## config.mk

```make
export PLATFORM = sky130hd
export DESIGN_NAME = mac_dot_acc
export DESIGN_NICKNAME = d
export VERILOG_FILES = /design/src/rtl/mac_dot_acc.sv
export SDC_FILE = /design/constraint.sdc
export NUM_CORES = 1
export LEC_CHECK = 0
export CAP_MARGIN = 20
export CORE_ASPECT_RATIO = 1.2
export CORE_MARGIN = 4
export CORE_UTILIZATION = 60
export CTS_BUF_LIST = sky130_fd_sc_hd__clkbuf_16
export DETAILED_ROUTE_END_ITERATION = 16
export GPL_ROUTABILITY_DRIVEN = 0
export PLACE_DENSITY_LB_ADDON = 0.2
export SLEW_MARGIN = 15
export SYNTH_ARGS = -nofsm -noshare
export SYNTH_HDL_FRONTEND = slang
export SYNTH_SLANG_ARGS = --single-unit
export TNS_END_PERCENT = 1
```

## constraint.sdc

```tcl
create_clock -name clk -period 7.3 [get_ports clk]
set_input_delay 1.46 -clock clk [delete_from_list [all_inputs] [get_ports clk]]
set_output_delay 1.46 -clock clk [all_outputs]
set_load 0.01 [all_outputs]
```

## src/rtl/mac_dot_acc.sv

```systemverilog
// Signed pipelined multiply-accumulate with a runtime dot-product window.
// The accumulator stage saturates instead of wrapping. When len is non-zero,
// the block emits one result per window of len terms and then restarts from zero.
// When len is zero, it emits a running result on every term.
module mac_dot_acc #(
  parameter int unsigned IN_W        = 14,
  parameter int unsigned ACC_W       = 28,
  parameter int unsigned MULT_STAGES = 3,
  parameter int unsigned LEN_W       = 8
) (
  input  logic             clk,
  input  logic             reset,
  input  logic [IN_W-1:0]  a,
  input  logic [IN_W-1:0]  b,
  input  logic             valid_in,
  input  logic [LEN_W-1:0] len,
  output logic [ACC_W-1:0] f,
  output logic             valid_out,
  output logic             ovf
);

  localparam int unsigned PROD_W = 2 * IN_W;
  localparam int unsigned SUM_W  = ACC_W + 1;

  localparam logic signed [ACC_W-1:0] ACC_MAX = {1'b0, {(ACC_W-1){1'b1}}};
  localparam logic signed [ACC_W-1:0] ACC_MIN = {1'b1, {(ACC_W-1){1'b0}}};

  // Reject parameter combinations the datapath cannot represent.
  if (ACC_W < PROD_W) begin : g_bad_acc_w
    $error("mac_dot_acc: ACC_W must be >= 2*IN_W");
  end
  if (MULT_STAGES < 1 || MULT_STAGES > 4) begin : g_bad_mult_stages
    $error("mac_dot_acc: MULT_STAGES must be in 1..4");
  end

  // Input operand registers.
  logic signed [IN_W-1:0]   a_q, a_d;
  logic signed [IN_W-1:0]   b_q, b_d;
  logic                     in_v_q, in_v_d;

  // Multiplier register chain.
  logic signed [PROD_W-1:0] mul_q [MULT_STAGES];
  logic signed [PROD_W-1:0] mul_d [MULT_STAGES];
  logic [MULT_STAGES-1:0]   mul_v_q, mul_v_d;

  // Product register, sign-extended to the accumulator width.
  logic signed [ACC_W-1:0]  p_q, p_d;
  logic                     p_v_q, p_v_d;

  // Accumulator, window tracking and result flags.
  logic signed [ACC_W-1:0]  acc_q, acc_d;
  logic                     ovf_q, ovf_d;
  logic                     vout_q, vout_d;
  logic [LEN_W-1:0]         cnt_q, cnt_d;
  logic [LEN_W-1:0]         len_q, len_d;

  logic signed [PROD_W-1:0] prod_c;
  logic [LEN_W-1:0]         len_eff_c;
  logic                     first_c;
  logic                     done_c;
  logic signed [ACC_W-1:0]  base_c;
  logic signed [SUM_W-1:0]  sum_c;
  logic                     sat_c;
  logic signed [ACC_W-1:0]  clamp_c;

  // Full-precision product of the registered operands.
  assign prod_c = PROD_W'(a_q) * PROD_W'(b_q);

  // Window bookkeeping and saturating add for the term at the accumulator stage.
  // A new window latches len only on its first term, so a change on len
  // mid-window has no effect until the following window starts.
  always_comb begin
    len_eff_c = (cnt_q == '0) ? len : len_q;
    first_c   = (cnt_q == '0) && (len_eff_c != '0);
    done_c    = (len_eff_c == '0) || (cnt_q == len_eff_c - LEN_W'(1));
    base_c    = first_c ? '0 : acc_q;
    sum_c     = SUM_W'(base_c) + SUM_W'(p_q);
    sat_c     = sum_c[SUM_W-1] != sum_c[SUM_W-2];
    if (!sat_c) begin
      clamp_c = sum_c[ACC_W-1:0];
    end else if (sum_c[SUM_W-1]) begin
      clamp_c = ACC_MIN;
    end else begin
      clamp_c = ACC_MAX;
    end
  end

  // Next-state computation. Each data register loads only when its incoming
  // valid bit is set. The valid bits themselves advance every cycle.
  always_comb begin
    a_d     = a_q;
    b_d     = b_q;
    in_v_d  = valid_in;
    mul_d   = mul_q;
    mul_v_d = '0;
    p_d     = p_q;
    p_v_d   = mul_v_q[MULT_STAGES-1];
    acc_d   = acc_q;
    ovf_d   = ovf_q;
    vout_d  = 1'b0;
    cnt_d   = cnt_q;
    len_d   = len_q;

    if (valid_in) begin
      a_d = a;
      b_d = b;
    end

    mul_v_d[0] = in_v_q;
    if (in_v_q) begin
      mul_d[0] = prod_c;
    end
    for (int i = 1; i < int'(MULT_STAGES); i++) begin
      mul_v_d[i] = mul_v_q[i-1];
      if (mul_v_q[i-1]) begin
        mul_d[i] = mul_q[i-1];
      end
    end

    if (mul_v_q[MULT_STAGES-1]) begin
      p_d = ACC_W'(mul_q[MULT_STAGES-1]);
    end

    if (p_v_q) begin
      len_d  = len_eff_c;
      acc_d  = clamp_c;
      ovf_d  = sat_c | ((cnt_q != '0) & ovf_q);
      vout_d = done_c;
      cnt_d  = done_c ? '0 : cnt_q + LEN_W'(1);
    end
  end

  // State registers with synchronous reset that drops all in-flight terms.
  always_ff @(posedge clk) begin
    if (reset) begin
      a_q     <= '0;
      b_q     <= '0;
      in_v_q  <= 1'b0;
      for (int i = 0; i < int'(MULT_STAGES); i++) begin
        mul_q[i] <= '0;
      end
      mul_v_q <= '0;
      p_q     <= '0;
      p_v_q   <= 1'b0;
      acc_q   <= '0;
      ovf_q   <= 1'b0;
      vout_q  <= 1'b0;
      cnt_q   <= '0;
      len_q   <= '0;
    end else begin
      a_q     <= a_d;
      b_q     <= b_d;
      in_v_q  <= in_v_d;
      mul_q   <= mul_d;
      mul_v_q <= mul_v_d;
      p_q     <= p_d;
      p_v_q   <= p_v_d;
      acc_q   <= acc_d;
      ovf_q   <= ovf_d;
      vout_q  <= vout_d;
      cnt_q   <= cnt_d;
      len_q   <= len_d;
    end
  end

  assign f         = acc_q;
  assign valid_out = vout_q;
  assign ovf       = ovf_q;

endmodule

```

==> tab_implementation.tex <==
\begin{tabular}{lr}
\hline
Metric & Value \\
\hline
\multicolumn{2}{l}{\textbf{Yosys}} \\
Largest area contributor in the synthesized netlist & sky130\_fd\_sc\_hd\_\_fa\_1 \\
Combinational family with the most area after synthesis & adder cells \\
Count of flip-flops with a built-in enable after synthesis & 0 \\
Post-Syn Instances & 1,809 \\
Main area contributors after synthesis & sky130\_fd\_sc\_hd\_\_fa\_1 24\%, sky130\_fd\_sc\_hd\_\_dfxtp\_1 23\%, sky130\_fd\_sc\_hd\_\_mux2i\_1 8.9\%, sky130\_fd\_sc\_hd\_\_ha\_1 7.5\%, sky130\_fd\_sc\_hd\_\_inv\_1 5.5\% \\
Number of storage elements in the synthesis netlist & 191 \\
Synthesis Warnings & 0 \\
Mean post-synth cell area & 9.12 sq um \\
Synth async-reset ratio & 0\% \\
Number of nets produced by synthesis & 2,143 \\
Part of the Yosys area used for sequential elements & 23.2\% \\
Count of cell types in the netlist & 63 \\
Simple-Gate Fraction of Synth Area & 15.4\% \\
Adder-Cell Fraction of Synth Area & 31.3\% \\
Main synth FF type & sky130\_fd\_sc\_hd\_\_dfxtp\_1 \\
Fraction of post-synthesis cell area in the top cell type by area & 23.8\% \\
Post-synthesis compound-gate area fraction & 9.77\% \\
Summed instance area of the synthesized netlist & 16,500 sq um \\
Post-synthesis xor/xnor area fraction & 3.88\% \\
Mux share of post-synthesis cell area & 8.92\% \\
\multicolumn{2}{l}{\textbf{Global route}} \\
Number of global-route vias before repair & 12,400 \\
Grt ovf & 0 \\
Total routing resource utilization after global routing & 23.2\% \\
First-pass GRT wire length & 59.0 mm \\
Initial antenna violation count & 0 \\
Largest net degree at the start of global routing & 95 \\
\multicolumn{2}{l}{\textbf{Floorplan}} \\
Starting Density & 60.9\% \\
Ports & 69 \\
Total die area & 30,200 sq um \\
Row Count & 66 \\
Vert. Die Dim & 190 um \\
Core area & 27,100 sq um \\
Width of the die & 159 um \\
\multicolumn{2}{l}{\textbf{Power}} \\
Net Sw Frac & 31.1\% \\
Power share of the combinational group & 22.7\% \\
Share of total power in the clock network & 34.8\% \\
Cell Pwr Density & 148 nW/um\^{}2 \\
Leakage power summed over all cells & 8.16 nW \\
Switching power summed over all nets & 0.822 mW \\
Flop pwr share & 42.5\% \\
Total power after layout & 2.65 mW \\
Internal power component & 1.82 mW \\
Worst IR drop on VDD & 102 uV \\
\multicolumn{2}{l}{\textbf{Placement}} \\
Worst slack after detailed placement & 506 ps \\
Detailed-placement wirelength estimate & 26.7 mm \\
Dpl cells & 2,142 \\
Buffers on Ports & 68 \\
Placement-stage cell area & 17,300 sq um \\
\multicolumn{2}{l}{\textbf{Clock network}} \\
Num Clock Sinks & 191 \\
TritonCTS clock tree & yes \\
Post-cts sizing count & 0 \\
CTS hold repair buffers & 0 \\
Inserted Clock Buffers & 17 \\
Clock-pin transition on the worst setup and hold timing paths & 70 ps \\
Clock root buffer & sky130\_fd\_sc\_hd\_\_clkbuf\_16 \\
Total number of H-tree levels & 4 \\
Buffers from clock root to sink, at most & 2 \\
Post-CTS setup buffer count & 0 \\
Worst-skew pair later-pin latency & 440 ps \\
\multicolumn{2}{l}{\textbf{Timing}} \\
Final Skew & 13.7 ps \\
Worst max-slew margin expressed relative to the limit & 35.8\% \\
Final Hold Viols & 0 \\
Transition time at the pin with the least slew margin & 962 ps \\
Final setup viols & 0 \\
Slack of the critical path & 753 ps \\
Worst hold slack & 466 ps \\
Unrepaired setup endpoints after global routing & no \\
Final period demand of the worst path & 6550 ps \\
Maximum frequency from static timing analysis & 153 MHz \\
Period utilisation layout & 89.7\% \\
Setup tns final & 0 ps \\
Final slew viol count & 0 \\
\multicolumn{2}{l}{\textbf{Drt}} \\
DRC violation count after routing & 0 \\
First DRT Iteration DRCs & 548 \\
Number of nets with antenna violations after routing & 0 \\
Drt first pass iters & 5 \\
Via count & 12,000 \\
Via density per instance & 5.52 \\
Routed wire length per instance & 15.6 um \\
Routed Wire Length & 33.9 mm \\
\multicolumn{2}{l}{\textbf{Finish}} \\
Post-Layout Inst Area & 17,900 sq um \\
Final non-filler cell total & 2,174 \\
Final Util & 66.2\% \\
Layout Nets & 2,155 \\
Count of antenna diodes in the layout & 0 \\
Fill cell instance count of the final layout & 2,204 \\
Layout-stage area growth over the synthesis result & 8.65\% \\
Layout cell share with drive strength beyond 1 & 4.14\% \\
\multicolumn{2}{l}{\textbf{Setup path}} \\
Count of cells along the worst register-to-register path & 21 \\
Capturing point of the worst reg2reg path & mul\_q[83] \\
Startpoint of the worst-slack reg-to-reg timing path & b\_q[2] \\
Worst R2R Setup Slack & 750 ps \\
Kind of end point of the critical path & register \\
Required time at the worst-slack endpoint & 7590 ps \\
Kind of launch point of the worst setup path & register \\
Launch point of the critical path & b\_q[2] \\
CP Class & reg -> reg \\
Arr. time, crit path & 6840 ps \\
Largest driver fanout on the critical path & 15 \\
\multicolumn{2}{l}{\textbf{Status}} \\
Outcome & finished clean \\
\multicolumn{2}{l}{\textbf{Min path}} \\
Number of cells on the worst hold path & 2 \\
Min-Delay Startpoint & mul\_q[66] \\
HP Class & reg -> reg \\
Hold worst-path end & mul\_q[66] \\
\multicolumn{2}{l}{\textbf{Run}} \\
Maximum capacitance violations & 0 \\
\hline
\end{tabular}
[cells by family after synthesis]
group	after synthesis
AOI/OAI and AO/OA	244
and+or+nand+nor	530
muxes	147
buffers and inverters	329
adders and majority gates	295
DFF	191
xor gates and xnor gates	73
[cells in the final DEF, fill, tap and decap left out, drive strengths merged, types with 4 or more instances in the layout]
| cell type | Yosys | layout |
|---|---|---|
| clkinv | 1 | 4 |
| xor2 | 20 | 20 |
| nor2 | 197 | 197 |
| nand3 | 8 | 8 |
| and3 | 10 | 10 |
| nor3b | 4 | 4 |
| a21o | 20 | 20 |
| nand2b | 16 | 16 |
| clkdlybuf4s50 | 0 | 66 |
| a31oi | 6 | 6 |
| nand4 | 6 | 6 |
| o211ai | 7 | 7 |
| a21oi | 84 | 84 |
| inv | 243 | 253 |
| o31ai | 4 | 4 |
| or4 | 4 | 4 |
| xnor2 | 53 | 53 |
| dfxtp | 191 | 191 |
| mux2i | 147 | 147 |
| clkbuf | 76 | 17 |
| nor3 | 15 | 15 |
| nor2b | 34 | 34 |
| o21bai | 5 | 5 |
| nand2 | 120 | 120 |
| o221a | 19 | 19 |
| buf | 9 | 12 |
| fa | 196 | 196 |
| o21ai | 52 | 52 |
| a41oi | 4 | 4 |
| ha | 99 | 99 |
| a211oi | 17 | 17 |
| and2 | 105 | 105 |
[worst max path at each step]
stage                 to  slack [ps]  cells after the start
3_5_place_dp         ovf         510                     17
3_3_place_gp         ovf         660                     17
5_1_grt        mul_q[81]         270                     21
2_1_floorplan  mul_q[81]        1340                     23
4_1_cts        mul_q[83]         740                     21
6_report       mul_q[83]         750                     21
[cell type report]
| cell class | instances | area (sq um) | area share (%) |
|---|---|---|---|
| multi-input cells | 1289 | 11400 | 63.8 |
| flip-flops and latches | 191 | 3820 | 21.3 |
| inverters | 244 | 916 | 5.11 |
| repair buffers | 78 | 748 | 4.18 |
| clock buffers | 17 | 425 | 2.37 |
| well taps | 340 | 425 | 2.37 |
| clock inverters | 15 | 150 | 0.838 |
[critical path: stages, from the launching register on]
cell and delay [ps]:
sky130_fd_sc_hd__dfxtp_1 490, sky130_fd_sc_hd__nand2_1 200, sky130_fd_sc_hd__inv_1 100, sky130_fd_sc_hd__fa_1 570
sky130_fd_sc_hd__inv_1 80, sky130_fd_sc_hd__fa_1 780, sky130_fd_sc_hd__inv_1 160, sky130_fd_sc_hd__fa_1 480
sky130_fd_sc_hd__fa_1 500, sky130_fd_sc_hd__fa_1 490, sky130_fd_sc_hd__inv_1 50, sky130_fd_sc_hd__fa_1 500
sky130_fd_sc_hd__inv_1 40, sky130_fd_sc_hd__ha_1 340, sky130_fd_sc_hd__and3_1 260, sky130_fd_sc_hd__nor2b_1 200
sky130_fd_sc_hd__nand2_1 90, sky130_fd_sc_hd__o311ai_0 530, sky130_fd_sc_hd__a31oi_1 180, sky130_fd_sc_hd__xnor2_1 170
sky130_fd_sc_hd__mux2i_1 130, sky130_fd_sc_hd__nor2_1 50
[synth_stat cells (all sizes together) (7+ instances only)]
cell type / instances
a211oi: 17
a21o: 20
a21oi: 84
and2: 105
and3: 10
buf: 9
clkbuf: 76
dfxtp: 191
fa: 196
ha: 99
inv: 243
mux2i: 147
nand2: 120
nand2b: 16
nand3: 8
nor2: 197
nor2b: 34
nor3: 15
o211ai: 7
o21ai: 52
o221a: 19
xnor2: 53
xor2: 20
[state kept, by name (all words and copies together) (netlist names)]
name	count
p_q	28
b_q	14
valid_out	1
len_q	8
a_q	14
in_v_q	1
p_v_q	1
mul_q	84
f	28
mul_v_q	3
cnt_q	8
ovf	1
[power groups by stage]
stage	Sequential, mW	Clock [mW]	Combinational, mW
after global placement	1.15	0	0.577
after floorplan	1.11	0	0.484
after global routing	1.13	0.986	0.696
final	1.12	0.921	0.601
after CTS	1.12	0.948	0.606
after detailed placement	1.15	0	0.600
[layer usage]
layer | global-route usage [%] | vias up | wire length, um
met2 | 41.9 | 237 | 17100
met4 | 6.34 | 0 | 570
met1 | 29.2 | 5842 | 15100
met3 | 3.32 | 52 | 1140
met5 | 0 | - | 0
li1 | - | 5879 | -
Power figures use the tool's default switching activity.
